$ cat config.mk
export PLATFORM = sky130hd
export DESIGN_NAME = jtag_master
export DESIGN_NICKNAME = d
export VERILOG_FILES = /design/src/rtl/jtag_master_pkg.sv /design/src/rtl/jtag_tck_gen.sv /design/src/rtl/jtag_master.sv
export SDC_FILE = /design/constraint.sdc
export NUM_CORES = 1
export LEC_CHECK = 0
export CAP_MARGIN = 20
export CORE_MARGIN = 8
export CORE_UTILIZATION = 45
export DETAILED_ROUTE_END_ITERATION = 10
export GPL_TIMING_DRIVEN = 0
export HOLD_SLACK_MARGIN = 0.05
export MAX_ROUTING_LAYER = met4
export PLACE_DENSITY_LB_ADDON = 0.2
export SYNTH_ARGS = -nofsm -noshare
export SYNTH_HDL_FRONTEND = slang
export SYNTH_SLANG_ARGS = --single-unit
export TNS_END_PERCENT = 50
$ cat constraint.sdc
create_clock -name clk_i -period 4.3 [get_ports clk_i]
set_input_delay 0.86 -clock clk_i [delete_from_list [all_inputs] [get_ports clk_i]]
set_output_delay 0.86 -clock clk_i [all_outputs]
set_load 0.01 [all_outputs]
$ cat src/rtl/jtag_master_pkg.sv
`default_nettype none
// ============================================================================
// Module      : jtag_master_pkg
// Description : Shared types and constants for the jtag_master initiator:
//               command opcodes, FSM state encoding, TMS preamble/postamble
//               lengths and patterns (bit i = TMS value of TCK i).
// Revision    : 1.0 - initial release
// ============================================================================
package jtag_master_pkg;

    typedef enum logic [1:0] {
        OP_TAP_RESET = 2'd0,
        OP_IR_SCAN   = 2'd1,
        OP_DR_SCAN   = 2'd2,
        OP_IDLE      = 2'd3
    } jtag_op_e;

    typedef enum logic [2:0] {
        ST_INIT  = 3'd0,
        ST_IDLE  = 3'd1,
        ST_PRE   = 3'd2,
        ST_SHIFT = 3'd3,
        ST_POST  = 3'd4,
        ST_RESP  = 3'd5
    } jtag_state_e;

    localparam logic [6:0] c_PRE_LEN_DR    = 7'd3;
    localparam logic [6:0] c_PRE_LEN_IR    = 7'd4;
    localparam logic [6:0] c_PRE_LEN_POST  = 7'd2;
    localparam logic [6:0] c_PRE_LEN_RESET = 7'd6;

    // RTI -> Select-DR -> Capture-DR -> Shift-DR
    localparam logic [7:0] c_TMS_DR    = 8'b0000_0001;
    // RTI -> Select-DR -> Select-IR -> Capture-IR -> Shift-IR
    localparam logic [7:0] c_TMS_IR    = 8'b0000_0011;
    // Five ones reach Test-Logic-Reset from anywhere, then a zero into RTI
    localparam logic [7:0] c_TMS_RESET = 8'b0001_1111;
    // Exit1 -> Update -> RTI
    localparam logic [7:0] c_TMS_POST  = 8'b0000_0001;

    function automatic logic [6:0] pre_len(input jtag_op_e op);
        case (op)
            OP_IR_SCAN: return c_PRE_LEN_IR;
            OP_DR_SCAN: return c_PRE_LEN_DR;
            default:    return c_PRE_LEN_RESET;
        endcase
    endfunction

    function automatic logic pre_tms(input jtag_op_e op, input logic [2:0] idx);
        logic [7:0] pat;
        case (op)
            OP_IR_SCAN: pat = c_TMS_IR;
            OP_DR_SCAN: pat = c_TMS_DR;
            default:    pat = c_TMS_RESET;
        endcase
        return pat[idx];
    endfunction

endpackage
`default_nettype wire

$ cat src/rtl/jtag_tck_gen.sv
`default_nettype none
// ============================================================================
// Module      : jtag_tck_gen
// Description : TCK divider. While en_i is high it produces TCK periods of
//               2*CLK_DIV clocks (low phase first). fall_stb_o marks a cycle
//               whose closing edge starts a TCK period (update TMS/TDI);
//               rise_end_stb_o marks a cycle whose closing edge ends a high
//               phase (sample TDO, advance bit). The first cycle after enable
//               is a launch cycle that only raises fall_stb_o.
// Revision    : 1.0 - initial release
// Ports       : clk_i, rst_i       clock, synchronous active-high reset
//               en_i               run request from the sequencer FSM
//               tck_o              registered TCK, 0 when idle
//               fall_stb_o         start-of-TCK strobe
//               rise_end_stb_o     end-of-high-phase strobe
// ============================================================================
module jtag_tck_gen #(
    parameter int CLK_DIV = 4
) (
    input  logic clk_i,
    input  logic rst_i,
    input  logic en_i,
    output logic tck_o,
    output logic fall_stb_o,
    output logic rise_end_stb_o
);

    localparam int c_CNT_W = $clog2(2 * CLK_DIV);
    localparam logic [c_CNT_W-1:0] c_LAST = c_CNT_W'(2 * CLK_DIV - 1);
    localparam logic [c_CNT_W-1:0] c_HALF = c_CNT_W'(CLK_DIV);

    logic [c_CNT_W-1:0] cnt_q, cnt_d;
    logic               run_q;
    logic               tck_q, tck_d;
    logic               w_wrap;

    assign w_wrap = run_q && (cnt_q == c_LAST);

    always_comb begin
        cnt_d = '0;
        tck_d = 1'b0;
        if (en_i && run_q && !w_wrap) begin
            cnt_d = cnt_q + 1'b1;
            tck_d = (cnt_d >= c_HALF);
        end
    end

    always_ff @(posedge clk_i) begin
        if (rst_i) begin
            cnt_q <= '0;
            run_q <= 1'b0;
            tck_q <= 1'b0;
        end else begin
            cnt_q <= cnt_d;
            run_q <= en_i;
            tck_q <= tck_d;
        end
    end

    assign tck_o          = tck_q;
    assign fall_stb_o     = en_i && (!run_q || w_wrap);
    assign rise_end_stb_o = en_i && w_wrap;

endmodule
`default_nettype wire

$ cat src/rtl/jtag_master.sv
`default_nettype none
// ============================================================================
// Module      : jtag_master
// Description : JTAG initiator. Runs TAP_RESET / IR_SCAN / DR_SCAN / IDLE
//               commands from a valid/ready request channel and returns the
//               captured TDO bits on a valid/ready response channel. An
//               automatic TAP reset runs after every reset release.
// Revision    : 1.0 - initial release
// Config      : JTAG_MASTER_TRST_EN adds active-low trst_no output.
// Ports       : clk_i, rst_i                  clock, sync active-high reset
//               cmd_valid_i/cmd_ready_o       command handshake
//               cmd_op_i/len_i/data_i         opcode, bits-1, TDI data
//               rsp_valid_o/rsp_ready_i       response handshake
//               rsp_data_o                    captured TDO, LSB first
//               tck_o, tms_o, tdi_o, tdo_i    JTAG pins
//               trst_no                       optional TAP reset (active low)
// ============================================================================
module jtag_master
    import jtag_master_pkg::*;
#(
    parameter int CLK_DIV = 4
) (
    input  logic        clk_i,
    input  logic        rst_i,
    input  logic        cmd_valid_i,
    output logic        cmd_ready_o,
    input  logic [1:0]  cmd_op_i,
    input  logic [5:0]  cmd_len_i,
    input  logic [63:0] cmd_data_i,
    output logic        rsp_valid_o,
    input  logic        rsp_ready_i,
    output logic [63:0] rsp_data_o,
    output logic        tck_o,
    output logic        tms_o,
    output logic        tdi_o,
    input  logic        tdo_i
`ifdef JTAG_MASTER_TRST_EN
    ,
    output logic        trst_no
`endif
);

    jtag_state_e state_q, state_d;
    jtag_op_e    op_q, op_d;
    logic [5:0]  len_q, len_d;
    logic [63:0] data_q, data_d;
    logic [6:0]  cnt_q, cnt_d;
    logic        tms_q, tms_d;
    logic        tdi_q, tdi_d;
    logic [63:0] rsp_data_q, rsp_data_d;

    logic w_en;
    logic w_fall;
    logic w_rise;

    assign w_en = (state_q == ST_INIT) || (state_q == ST_PRE) ||
                  (state_q == ST_SHIFT) || (state_q == ST_POST);

    jtag_tck_gen #(
        .CLK_DIV (CLK_DIV)
    ) u_tck_gen (
        .clk_i          (clk_i),
        .rst_i          (rst_i),
        .en_i           (w_en),
        .tck_o          (tck_o),
        .fall_stb_o     (w_fall),
        .rise_end_stb_o (w_rise)
    );

    // state_d/cnt_d name the TCK that the next fall strobe launches. On the
    // launch cycle (no rise strobe) they equal the current values, so the
    // first TCK of a sequence uses the same pin-drive decode as the rest.
    always_comb begin
        state_d    = state_q;
        cnt_d      = cnt_q;
        op_d       = op_q;
        len_d      = len_q;
        data_d     = data_q;
        tms_d      = tms_q;
        tdi_d      = tdi_q;
        rsp_data_d = rsp_data_q;

        case (state_q)
            ST_IDLE: begin
                if (cmd_valid_i) begin
                    op_d       = jtag_op_e'(cmd_op_i);
                    len_d      = cmd_len_i;
                    data_d     = cmd_data_i;
                    rsp_data_d = '0;
                    cnt_d      = '0;
                    state_d    = (jtag_op_e'(cmd_op_i) == OP_IDLE) ? ST_SHIFT : ST_PRE;
                end
            end
            ST_RESP: begin
                if (rsp_ready_i) begin
                    state_d = ST_IDLE;
                end
            end
            ST_INIT: begin
                if (w_rise) begin
                    if (cnt_q == c_PRE_LEN_RESET - 7'd1) begin
                        state_d = ST_IDLE;
                    end else begin
                        cnt_d = cnt_q + 7'd1;
                    end
                end
            end
            ST_PRE: begin
                if (w_rise) begin
                    if (cnt_q == pre_len(op_q) - 7'd1) begin
                        cnt_d   = '0;
                        state_d = (op_q == OP_TAP_RESET) ? ST_RESP : ST_SHIFT;
                    end else begin
                        cnt_d = cnt_q + 7'd1;
                    end
                end
            end
            ST_SHIFT: begin
                if (w_rise) begin
                    if (op_q != OP_IDLE) begin
                        rsp_data_d[cnt_q[5:0]] = tdo_i;
                    end
                    if (cnt_q == {1'b0, len_q}) begin
                        cnt_d   = '0;
                        state_d = (op_q == OP_IDLE) ? ST_RESP : ST_POST;
                    end else begin
                        cnt_d = cnt_q + 7'd1;
                    end
                end
            end
            ST_POST: begin
                if (w_rise) begin
                    if (cnt_q == c_PRE_LEN_POST - 7'd1) begin
                        state_d = ST_RESP;
                    end else begin
                        cnt_d = cnt_q + 7'd1;
                    end
                end
            end
            default: begin
                state_d = ST_INIT;
            end
        endcase

        // Pin drive for the TCK starting at this edge; TMS holds its last
        // value once the sequence ends (TAP parked in RTI).
        if (w_fall) begin
            tdi_d = 1'b0;
            case (state_d)
                ST_INIT:  tms_d = c_TMS_RESET[cnt_d[2:0]];
                ST_PRE:   tms_d = pre_tms(op_q, cnt_d[2:0]);
                ST_SHIFT: begin
                    if (op_q == OP_IDLE) begin
                        tms_d = 1'b0;
                    end else begin
                        tms_d = (cnt_d == {1'b0, len_q});
                        tdi_d = data_q[cnt_d[5:0]];
                    end
                end
                ST_POST:  tms_d = c_TMS_POST[cnt_d[2:0]];
                default:  tms_d = tms_q;
            endcase
        end
    end

    always_ff @(posedge clk_i) begin
        if (rst_i) begin
            state_q    <= ST_INIT;
            cnt_q      <= '0;
            op_q       <= OP_TAP_RESET;
            len_q      <= '0;
            data_q     <= '0;
            tms_q      <= 1'b1;
            tdi_q      <= 1'b0;
            rsp_data_q <= '0;
        end else begin
            state_q    <= state_d;
            cnt_q      <= cnt_d;
            op_q       <= op_d;
            len_q      <= len_d;
            data_q     <= data_d;
            tms_q      <= tms_d;
            tdi_q      <= tdi_d;
            rsp_data_q <= rsp_data_d;
        end
    end

    assign cmd_ready_o = (state_q == ST_IDLE);
    assign rsp_valid_o = (state_q == ST_RESP);
    assign rsp_data_o  = rsp_data_q;
    assign tms_o       = tms_q;
    assign tdi_o       = tdi_q;

`ifdef JTAG_MASTER_TRST_EN
    logic trst_q, trst_d;

    // Low for the first TCK of every TAP reset sequence, including INIT.
    always_comb begin
        trst_d = trst_q;
        if (w_fall) begin
            trst_d = 1'b1;
            if ((cnt_d == 7'd0) &&
                ((state_d == ST_INIT) || ((state_d == ST_PRE) && (op_q == OP_TAP_RESET)))) begin
                trst_d = 1'b0;
            end
        end
    end

    always_ff @(posedge clk_i) begin
        if (rst_i) begin
            trst_q <= 1'b0;
        end else begin
            trst_q <= trst_d;
        end
    end

    // Gated by rst_i so TRST asserts in the same cycle reset is applied.
    assign trst_no = trst_q & ~rst_i;
`endif

endmodule
`default_nettype wire

==> impl_metrics.ini <==
[sta]
clock_skew_ns = 0.007136
max-slew-margin-rel_pct = 26.55
fin_crit_ns = 3.704
setup_violations = 0
whs_ns = 0.4376
slew_viol_final = 0
fmax_mhz = 270.0
period_share_pct = 86.13
final.setup.tns_ns = 0
hold_viol_final = 0
tightest_slew_ns = 1.098
rsz0062_at_grt = no

[final_layout]
syn_to_final_growth_pct = 31.21
layout_common_cells = nand2_1, a21oi_1, dfxtp_1
seq_area_mm2 = 0.003043
layout_commonest_cell = nand2_1
n_fill_cell = 1518
n_antenna_cell = 0
nets = 1215
multi_input_area_mm2 = 0.004149
drive_gt1_share_pct = 6.124

[synthesis]
ys_seq_area_share_pct = 40.19
syn_nets = 1047
ys_async_sr_fraction_pct = 0
synth.avg_cell_area_um2 = 7.871
synth_cell_types = 68
netlist_instances = 962
synth_top_flop_cell = dfxtp_1
synth_edf_count = 0
synth-seq-cells = 152
synth_area_mm2 = 0.007572
ys_warn_count = 0

[global_routing]
use_met3_pct = 5.721
antenna_found_initial = 0
overflow = 0
top_usage_layer = met2
grt_pass1_vias = 7223
use_met1_pct = 28.38
grt_first_pass_wirelength_um = 38360
grt_util_met2_pct = 36.58
grt_max_degree = 17
track_usage_pct = 22.99

[placed_design]
dp_hpwl_um = 18070
gp_congestion = 0.9386
io_buffers = 144

[critical_path]
required_ns = 4.57
crit_path_start_kind = flop
crit_end = tdi_o
r2r_end = tdi_o
cp-startpoint = cnt_q[1]
critPathArrivalTime_ns = 3.97
path_max_fanout = 10
ff2ff_path_depth = 13
endpoint_kind = flop
reg2reg_slack_ns = 0.60
crit_type = reg2reg
r2r_start = cnt_q[1]

[die]
core_area_mm2 = 0.01652
fp.dieW_um = 145.7
dieArea_mm2 = 0.02123
rows = 47
pin_count = 146
floorplan.initialDensity_pct = 45.82
die_h_um = 145.7

[clocking]
numCtsBuffers = 17
clock-root-buffer = clkbuf_16
h-tree-depth = 4
clk_latency_ns = 0.42
clockBufferDepth = 2
cts_resized = 0
cts_setup_buffers = 0
cts.clk_slew.worst_paths_ns = 0.06
cts_tree = built
hold_buffers = 0
numClockSinks = 152

[drt]
first_pass_iters = 5
avgRoutedWirePerCell_um = 17.60
drcViolationCount = 0
vias_per_cell = 5.493
ant_nets = 0
routed_wl_um = 23980
vias = 7487
dr.first_iter.drc_count = 663

[pwr]
ir_drop_v = 0.0002618
p_leak_nw = 3.626
p_clk_share_pct = 50.4
switching_share_pct = 21.04
p_sw_mw = 0.6553
cellPowerDensity_mw_per_mm2 = 313.5
seq_power_share_pct = 45.4
p_int_mw = 2.460
totalPowerFinal_mw = 3.115
combPwrFrac_pct = 4.2

[min_path]
min_path_type = reg2reg

[flow_run]
drv_cap = 0

[status]
status = complete, no violations
cells in the mapped netlist, drive strengths merged, types with 2 or more instances:
library cell / count / area (um^2)
o22ai: 2 / 12.51
a22oi: 4 / 30.03
a21o: 2 / 15.01
mux2: 6 / 67.56
ha: 8 / 100.1
nand2: 193 / 724.4
a31oi: 2 / 27.53
a211oi: 4 / 30.03
o211ai: 7 / 52.55
or3: 4 / 30.03
o311ai: 3 / 33.79
nand3: 26 / 130.1
nor4: 6 / 37.54
xnor2: 8 / 70.07
dfxtp: 152 / 3043
o31ai: 3 / 22.52
clkbuf: 58 / 217.7
o21ai: 32 / 160.2
a21oi: 169 / 845.8
nor3: 19 / 105.1
a2111oi: 3 / 57.56
or4: 3 / 22.52
xor2: 8 / 70.07
nor2: 70 / 270.3
nand4: 7 / 43.79
nand3b: 7 / 52.55
a21boi: 3 / 22.52
mux4: 2 / 45.04
nor3b: 9 / 67.56
nor4b: 2 / 17.52
and3: 10 / 67.56
buf: 18 / 113.9
and2: 14 / 87.58
a311oi: 2 / 17.52
inv: 13 / 48.80
nand2b: 3 / 18.77
a2bb2oi: 3 / 26.28
o21a: 2 / 15.01
a41oi: 3 / 41.29
mux2i: 56 / 560.5
a211o: 2 / 17.52
critical path: stages, from the launching register on:
cell and delay, ns:
dfxtp_1 0.42, clkbuf_1 0.42, inv_1 0.20, ha_1 0.26, a41oi_2 0.33, a21oi_1 0.11, a311oi_1 0.45, a31oi_4 0.13
buf_6 0.26, mux4_2 0.32, nor2_1 0.15, a2111oi_2 0.07, nor4_1 0.28, o32ai_1 0.13
per-stage QoR:
stage          utilization [%]  instance area [um^2]  std cells  setup WS, ns
2_1_floorplan                -                  7572        962         1.297
3_3_place_gp             56.21                  9289       1326        0.3750
3_5_place_dp             56.42                  9324       1331        0.4005
4_1_cts                  60.13                  9936       1363        0.6203
5_1_grt                  60.13                  9936       1363        0.3811
6_report                 60.13                  9936       1363        0.5963
worst min-delay path by stage:
stage / startpoint / end / slack, ns / depth (start not counted)
global route: data_q[30] / data_q[30] / 0.47 / 2
finish: u_tck_gen.cnt_q[0] / u_tck_gen.cnt_q[0] / 0.44 / 1
CTS: u_tck_gen.cnt_q[0] / u_tck_gen.cnt_q[0] / 0.44 / 1
floorplan: u_tck_gen.cnt_q[0] / u_tck_gen.cnt_q[0] / 0.41 / 1
global placement: u_tck_gen.cnt_q[0] / u_tck_gen.cnt_q[0] / 0.42 / 1
detailed placement: u_tck_gen.cnt_q[0] / u_tck_gen.cnt_q[0] / 0.43 / 1
layout make-up:
class / instances / area share [%]
Multi-Input combinational cell: 721 / 41.76
Sequential cell: 152 / 30.63
Clock buffer: 22 / 4.470
Tap cell: 220 / 2.770
Buffer: 76 / 3.337
Clock inverter: 10 / 1.687
Inverter: 13 / 0.4911
Timing Repair Buffer: 149 / 14.86
kinds of logic after synthesis:
kind of cell	Yosys count	share of synthesized area [%]
XOR/XNOR	16	1.851
buffers and inverters	89	5.023
adder cells (fa/ha/maj)	9	1.454
AO/OA/AOI/OAI	255	19.99
flip-flops	152	40.19
multiplexers	64	8.890
AND/OR/NAND/NOR	377	22.60
per-layer routing:
metal	part of all wire, %	up-vias
met5	0	-
li1	-	3697
met3	7.7	39
met1	45	3454
met2	46	297
met4	1.3	0
power by group through the flow:
stage	Combinational (mW)	Clock (mW)	Sequential, mW
floorplan	0.0407	0	1.44
global placement	0.131	0	1.44
detailed placement	0.131	0	1.44
CTS	0.132	1.59	1.41
global route	0.141	1.65	1.41
finish	0.132	1.57	1.41
flip-flops by register name, indices dropped and copies added, names as in the netlist:
register / cells
len_q: 6
tdi_o: 1
tms_o: 1
op_q: 2
u_tck_gen.cnt_q: 2
cnt_q: 7
u_tck_gen.run_q: 1
state_q: 3
rsp_data_o: 64
u_tck_gen.tck_o: 1
data_q: 64
Power figures use the tool's default switching activity.
